`src/rtl/dma_pkg.sv`:
```
// Shared types and helpers for the burst DMA engine.
// Holds the FSM state type, AXI constants and burst sizing.
package dma_pkg;

  typedef enum logic [2:0] {
    S_IDLE,
    S_CALC,
    S_RADDR,
    S_RDATA,
    S_WADDR,
    S_WDATA,
    S_WRESP,
    S_DONE
  } dma_state_e;

  localparam logic [1:0] AXI_BURST_INC = 2'b01;
  localparam logic [1:0] RESP_OKAY     = 2'b00;

  // Beats for the next burst: bounded by words left, the
  // burst cap and the 4 KB page of both source and dest.
  function automatic logic [8:0] calc_beats(
    input logic [31:0] rem,
    input logic [11:0] src,
    input logic [11:0] dst,
    input logic [8:0]  max_b,
    input logic [3:0]  shift
  );
    logic [8:0]  n;
    logic [12:0] s;
    logic [12:0] d;
    if (rem > {23'd0, max_b}) n = max_b;
    else n = rem[8:0];
    s = (13'd4096 - {1'b0, src}) >> shift;
    d = (13'd4096 - {1'b0, dst}) >> shift;
    if (s < {4'd0, n}) n = s[8:0];
    if (d < {4'd0, n}) n = d[8:0];
    return n;
  endfunction

endpackage

```
`src/rtl/dma_fifo.sv`:
```
// Read-data staging FIFO, first-word fall-through.
// Ports: push_i/data_i in, pop_i in, head_o/empty_o/full_o out.
module dma_fifo #(
  parameter int DEPTH = 16,
  parameter int WIDTH = 32
) (
  input  logic             clk,
  input  logic             rst,
  input  logic             push_i,
  input  logic [WIDTH-1:0] data_i,
  input  logic             pop_i,
  output logic [WIDTH-1:0] head_o,
  output logic             empty_o,
  output logic             full_o
);

  localparam int AW = (DEPTH > 1) ? $clog2(DEPTH) : 1;

  logic [WIDTH-1:0] mem_q [DEPTH];
  logic [AW-1:0]    wp_q;
  logic [AW-1:0]    rp_q;
  logic [AW:0]      cnt_q;

  assign head_o  = mem_q[rp_q];
  assign empty_o = (cnt_q == '0);
  assign full_o  = (cnt_q == (AW+1)'(DEPTH));

  always_ff @(posedge clk) begin
    if (push_i) mem_q[wp_q] <= data_i;
  end

  always_ff @(posedge clk) begin
    if (rst) begin
      wp_q  <= '0;
      rp_q  <= '0;
      cnt_q <= '0;
    end else begin
      if (push_i) begin
        assert (!full_o);
        wp_q <= (wp_q == AW'(DEPTH-1)) ? '0 : wp_q + 1'b1;
      end
      if (pop_i) begin
        rp_q <= (rp_q == AW'(DEPTH-1)) ? '0 : rp_q + 1'b1;
      end
      if (push_i && !pop_i) cnt_q <= cnt_q + 1'b1;
      else if (pop_i && !push_i) cnt_q <= cnt_q - 1'b1;
    end
  end

endmodule

```
`src/rtl/dma_burst_engine.sv`:
```
// Single-channel AXI master DMA copying DMALEN words in
// 4 KB-safe INCR bursts; DMAEN/DMASRC/DMADST/DMALEN in,
// DMA_interrupt/DMA_error out, plus one AXI master port.
module dma_burst_engine
  import dma_pkg::*;
#(
  parameter int ADDR_W    = 32,
  parameter int DATA_W    = 32,
  parameter int ID_W      = 4,
  parameter int MAX_BURST = 16,
  parameter int RD_ID     = 0,
  parameter int WR_ID     = 4
) (
  input  logic                clk,
  input  logic                rst,
  input  logic                DMAEN,
  input  logic [ADDR_W-1:0]   DMASRC,
  input  logic [ADDR_W-1:0]   DMADST,
  input  logic [31:0]         DMALEN,
  output logic                DMA_interrupt,
  output logic                DMA_error,
  output logic [ID_W-1:0]     M_AWID,
  output logic [ADDR_W-1:0]   M_AWAddr,
  output logic [7:0]          M_AWLen,
  output logic [2:0]          M_AWSize,
  output logic [1:0]          M_AWBurst,
  output logic                M_AWValid,
  input  logic                M_AWReady,
  output logic [DATA_W-1:0]   M_WData,
  output logic [DATA_W/8-1:0] M_WStrb,
  output logic                M_WLast,
  output logic                M_WValid,
  input  logic                M_WReady,
  input  logic [ID_W-1:0]     M_BID,
  input  logic [1:0]          M_BResp,
  input  logic                M_BValid,
  output logic                M_BReady,
  output logic [ID_W-1:0]     M_ARID,
  output logic [ADDR_W-1:0]   M_ARAddr,
  output logic [7:0]          M_ARLen,
  output logic [2:0]          M_ARSize,
  output logic [1:0]          M_ARBurst,
  output logic                M_ARValid,
  input  logic                M_ARReady,
  input  logic [ID_W-1:0]     M_RID,
  input  logic [DATA_W-1:0]   M_RData,
  input  logic [1:0]          M_RResp,
  input  logic                M_RLast,
  input  logic                M_RValid,
  output logic                M_RReady
);

  localparam int         SHIFT = $clog2(DATA_W/8);
  localparam logic [8:0] MAXB  = 9'(MAX_BURST);

  dma_state_e        state_q, state_d;
  logic [ADDR_W-1:0] src_q, src_d;
  logic [ADDR_W-1:0] dst_q, dst_d;
  logic [ADDR_W-1:0] step;
  logic [31:0]       rem_q, rem_d;
  logic [8:0]        beats_q, beats_d;
  logic [8:0]        rcnt_q, rcnt_d;
  logic [8:0]        wcnt_q, wcnt_d;
  logic [8:0]        last_idx;
  logic              rerr_q, rerr_d;
  logic              err_q, err_d;
  logic              arvalid_q, awvalid_q, irq_q;
  logic              r_hs, w_hs;
  logic              fifo_rst, fifo_empty, fifo_full;
  logic [DATA_W-1:0] fifo_head;
  logic              unused_ok;

  // RLast, IDs and the low response bit carry no decision.
  assign unused_ok = ^{M_BID, M_RID, M_RLast, M_RResp[0],
                       M_BResp[0], fifo_full, RESP_OKAY};

  assign last_idx = beats_q - 9'd1;
  assign step     = ADDR_W'(beats_q) << SHIFT;

  assign M_ARID    = ID_W'(RD_ID);
  assign M_ARAddr  = src_q;
  assign M_ARLen   = last_idx[7:0];
  assign M_ARSize  = 3'(SHIFT);
  assign M_ARBurst = AXI_BURST_INC;
  assign M_ARValid = arvalid_q;
  assign M_RReady  = (state_q == S_RDATA);

  assign M_AWID    = ID_W'(WR_ID);
  assign M_AWAddr  = dst_q;
  assign M_AWLen   = last_idx[7:0];
  assign M_AWSize  = 3'(SHIFT);
  assign M_AWBurst = AXI_BURST_INC;
  assign M_AWValid = awvalid_q;

  assign M_WValid = (state_q == S_WDATA) && !fifo_empty;
  assign M_WData  = fifo_head;
  assign M_WStrb  = '1;
  assign M_WLast  = M_WValid && (wcnt_q == last_idx);
  assign M_BReady = (state_q == S_WRESP);

  assign DMA_interrupt = irq_q;
  assign DMA_error     = err_q;

  assign r_hs = M_RReady && M_RValid;
  assign w_hs = M_WValid && M_WReady;

  // Idle flushes data left behind by an aborted read burst.
  assign fifo_rst = rst || (state_q == S_IDLE);

  dma_fifo #(
    .DEPTH (MAX_BURST),
    .WIDTH (DATA_W)
  ) u_fifo (
    .clk     (clk),
    .rst     (fifo_rst),
    .push_i  (r_hs),
    .data_i  (M_RData),
    .pop_i   (w_hs),
    .head_o  (fifo_head),
    .empty_o (fifo_empty),
    .full_o  (fifo_full)
  );

  always_comb begin
    state_d = state_q;
    src_d   = src_q;
    dst_d   = dst_q;
    rem_d   = rem_q;
    beats_d = beats_q;
    rcnt_d  = rcnt_q;
    wcnt_d  = wcnt_q;
    rerr_d  = rerr_q;
    err_d   = err_q;
    unique case (state_q)
      S_IDLE: begin
        if (DMAEN) begin
          src_d   = DMASRC;
          dst_d   = DMADST;
          rem_d   = DMALEN;
          err_d   = 1'b0;
          state_d = S_CALC;
        end
      end
      S_CALC: begin
        if (rem_q == '0) begin
          state_d = S_DONE;
        end else begin
          beats_d = calc_beats(rem_q, src_q[11:0], dst_q[11:0],
                               MAXB, 4'(SHIFT));
          rcnt_d  = '0;
          wcnt_d  = '0;
          rerr_d  = 1'b0;
          state_d = S_RADDR;
        end
      end
      S_RADDR: begin
        if (M_ARReady) state_d = S_RDATA;
      end
      S_RDATA: begin
        if (r_hs) begin
          rcnt_d = rcnt_q + 9'd1;
          if (M_RResp[1]) rerr_d = 1'b1;
          // Beat count, not RLast, ends the burst.
          if (rcnt_q == last_idx) begin
            if (rerr_q || M_RResp[1]) begin
              err_d   = 1'b1;
              state_d = S_DONE;
            end else begin
              state_d = S_WADDR;
            end
          end
        end
      end
      S_WADDR: begin
        if (M_AWReady) state_d = S_WDATA;
      end
      S_WDATA: begin
        if (w_hs) begin
          wcnt_d = wcnt_q + 9'd1;
          if (wcnt_q == last_idx) state_d = S_WRESP;
        end
      end
      S_WRESP: begin
        if (M_BValid) begin
          if (M_BResp[1]) begin
            err_d   = 1'b1;
            state_d = S_DONE;
          end else begin
            src_d   = src_q + step;
            dst_d   = dst_q + step;
            rem_d   = rem_q - {23'd0, beats_q};
            state_d = S_CALC;
          end
        end
      end
      S_DONE: begin
        if (!DMAEN) state_d = S_IDLE;
      end
      default: state_d = S_IDLE;
    endcase
  end

  always_ff @(posedge clk) begin
    if (rst) begin
      state_q   <= S_IDLE;
      src_q     <= '0;
      dst_q     <= '0;
      rem_q     <= '0;
      beats_q   <= '0;
      rcnt_q    <= '0;
      wcnt_q    <= '0;
      rerr_q    <= 1'b0;
      err_q     <= 1'b0;
      arvalid_q <= 1'b0;
      awvalid_q <= 1'b0;
      irq_q     <= 1'b0;
    end else begin
      state_q   <= state_d;
      src_q     <= src_d;
      dst_q     <= dst_d;
      rem_q     <= rem_d;
      beats_q   <= beats_d;
      rcnt_q    <= rcnt_d;
      wcnt_q    <= wcnt_d;
      rerr_q    <= rerr_d;
      err_q     <= err_d;
      arvalid_q <= (state_d == S_RADDR);
      awvalid_q <= (state_d == S_WADDR);
      irq_q     <= (state_d == S_DONE);
    end
  end

endmodule
```
`config.mk`:
```
export PLATFORM = sky130hd
export DESIGN_NAME = dma_burst_engine
export DESIGN_NICKNAME = d
export VERILOG_FILES = /design/src/rtl/dma_pkg.sv /design/src/rtl/dma_fifo.sv /design/src/rtl/dma_burst_engine.sv
export SDC_FILE = /design/constraint.sdc
export NUM_CORES = 1
export LEC_CHECK = 0
export ABC_CLOCK_PERIOD_IN_PS = 5200
export BUFFER_PORTS_ARGS = -buffer_cell sky130_fd_sc_hd__buf_4
export CAP_MARGIN = 10
export CORE_UTILIZATION = 28
export DETAILED_ROUTE_END_ITERATION = 7
export GPL_TIMING_DRIVEN = 0
export PLACE_DENSITY = 0.42
export REMOVE_ABC_BUFFERS = 1
export SLEW_MARGIN = 30
export SYNTH_ARGS = -nofsm -noshare
export SYNTH_HDL_FRONTEND = slang
export SYNTH_HIERARCHICAL = 1
export SYNTH_SLANG_ARGS = --single-unit
```
`constraint.sdc`:
```
create_clock -name clk -period 5.2 [get_ports clk]
set_clock_uncertainty 0.2 [all_clocks]
set_input_delay 1.3 -clock clk [delete_from_list [all_inputs] [get_ports clk]]
set_output_delay 1.3 -clock clk [all_outputs]
set_load 0.02 [all_outputs]
```
==> results.json <==
{
  "outcome": "complete, but fails checks",
  "violations": "DRC",
  "cts-root-buf": "clkbuf_16",
  "nFillCells": 10220,
  "min_from": "rerr_q",
  "whs_ns": 0.2702,
  "final_cells": 3887,
  "netlist_instances": 2170,
  "syn_area_sq_um": 29780,
  "utilization_pct": 34.76,
  "core_area_sq_um": 105400,
  "endpoint_kind": "flop",
  "syn_area_per_cell_sq_um": 13.72,
  "grt_pass1_vias": 20260,
  "rows": 119,
  "rsz0062_at_grt": "true",
  "place_inst": 3721,
  "grt_pass1_wl_mm": 131.5,
  "fin_ws_ns": 0.04721,
  "r2r_end": "beats_q[7]",
  "clock-sinks": 660,
  "path_clk_slew_ns": 0.06,
  "hold_depth": 2,
  "slew_headroom_pct": 35.79,
  "ctsHoldBuffers": 0,
  "wl_met2_mm": 44.11,
  "dieArea_sq_um": 107700,
  "drtPass1Iterations": 7,
  "drive_gt1_share_pct": 25.92,
  "worst_pin_slew_ns": 0.9632,
  "gp_congestion": 0.8046,
  "required_ns": 5.48,
  "final_cell_mix": "512 x edfxtp_1, 269 x buf_4, 147 x nand2_1, 143 x dfxtp_1, 136 x nor2_1",
  "nets": 2637,
  "highest_layer": "met5",
  "slew_viol_final": 0,
  "tritoncts": "built",
  "dp_hpwl_mm": 57.93,
  "die_x_um": 328.1,
  "clk_latency_ns": 0.63,
  "drtIter0Drc": 1274,
  "avgViaCountPerCell": 5.078,
  "synth_warnings": 6,
  "overflow": 0,
  "setup.worst_path.class": "reg2reg",
  "vdd_drop_max_v": 0.0002697,
  "fin_crit_sh_pct": 99.09,
  "grt_max_degree": 102,
  "htree_levels": 3,
  "num_vias": 19740,
  "antenna_found_initial": 5,
  "chipHeight_um": 328.1,
  "wl_mm": 89.57,
  "cp-start-kind": "flop",
  "worst-path-max-fanout": 6,
  "fin_crit_ns": 5.153,
  "hold_path.class": "reg2reg",
  "drc_errors": 36,
  "cts_buffers": 78,
  "wl_per_cell_um": 23.04,
  "fmax_mhz": 194.1,
  "worstHoldEndpoint": "rerr_q",
  "p_per_area_nw_per_um2": 342.5,
  "reg2reg_depth": 22,
  "met3_length_mm": 4.876,
  "r2r_start": "rem_q[21]",
  "final_antenna_net_count": 0,
  "place_ws_ns": -1.112,
  "power.total_mw": 12.55,
  "grt_use_total_pct": 16.39,
  "cts_max_path_buffers": 3,
  "io_pins": 291,
  "io_buffers": 257,
  "maxCapViolCount": 0,
  "start_util_pct": 28.25,
  "final_common_cell": "edfxtp_1",
  "power_leakage_nw": 12.27,
  "hold_viol": 0,
  "syn_to_final_growth_pct": 23.04,
  "arrival_ns": 5.44,
  "setup_violations": 0,
  "met1Wirelength_mm": 38.54,
  "reg2reg_slack_ns": 0.05
}
## power by group
group	total [mW]	internal, mW	switching [mW]	leakage (nW)
Clock	5.24	3.00	2.24	1.20
Combinational	1.42	0.574	0.841	5.25
Sequential	5.90	5.76	0.139	5.82
## through the flow
stage / area [sq um] / TNS, ns
floorplan: 29060 / -130.54
global placement: 32730 / -607.87
detailed placement: 33700 / -8.626
CTS: 36290 / -0.08236
global route: 36640 / -0.8850
finish: 36640 / 0
## what timing repair did
action                                  in CTS  in global routing
resized for setup                           15                 42
endpoints found under the setup margin      10                 10
buffers inserted                             3                 16
pin swaps                                    3                 26
## worst max path at each step
| stage | slack, ns | start | to | cells after the start |
|---|---|---|---|---|
| 2_1_floorplan | -2.60 | flop | M_WData[0] | 3 |
| 3_3_place_gp | -5.92 | flop | M_WData[24] | 4 |
| 3_5_place_dp | -1.11 | rem_q[10] | beats_q[1] | 18 |
| 4_1_cts | -0.04 | rem_q[20] | beats_q[6] | 19 |
| 5_1_grt | -0.16 | rem_q[21] | beats_q[7] | 22 |
| 6_report | 0.05 | rem_q[21] | beats_q[7] | 22 |
## routing by layer
layer	vias up	GRT usage (%)
li1	9002	-
met5	-	0
met3	118	3.074
met1	10090	21.17
met4	6	4.752
met2	520	27.84
## worst max-delay path, cell delays in order, from the launching register on
cell and delay [ns]:
dfxtp_4 0.35, or4_4 0.56, nand2b_4 0.22, a2111oi_4 0.43, and2_4 0.23, inv_2 0.04
ha_4 0.15, a21oi_4 0.13, o211ai_1 0.14, nor4_2 0.30, o211a_2 0.34, buf_6 0.13
mux2i_4 0.28, ha_4 0.16, nand4_1 0.10, a211oi_2 0.28, and3_4 0.27, nand3b_4 0.08
and2_4 0.20, buf_12 0.13, buf_6 0.11, a21oi_4 0.11, o22ai_1 0.07
## state kept, by name (all words and copies together) (netlist names), 3 cells and up, named ones only
name	cells
u_fifo/mem_q	512
M_ARAddr	32
M_AWAddr	32
rem_q	32
beats_q	9
rcnt_q	9
wcnt_q	9
u_fifo/cnt_q	5
u_fifo/rp_q	4
u_fifo/wp_q	4
state_q	3
## layout make-up
cell class / count / area, sq um / area share [%]
multi-input combinational: 1329 / 10930 / 29.83
antenna: 4 / 10.01 / 0.02732
timing repair buffer: 315 / 2967 / 8.096
clock buffer: 105 / 2160 / 5.893
clock inverter: 38 / 310.3 / 0.8468
sequential: 660 / 18350 / 50.08
tap: 1391 / 1740 / 4.750
inverter: 45 / 173.9 / 0.4746
(Power assumes the default switching activity.)
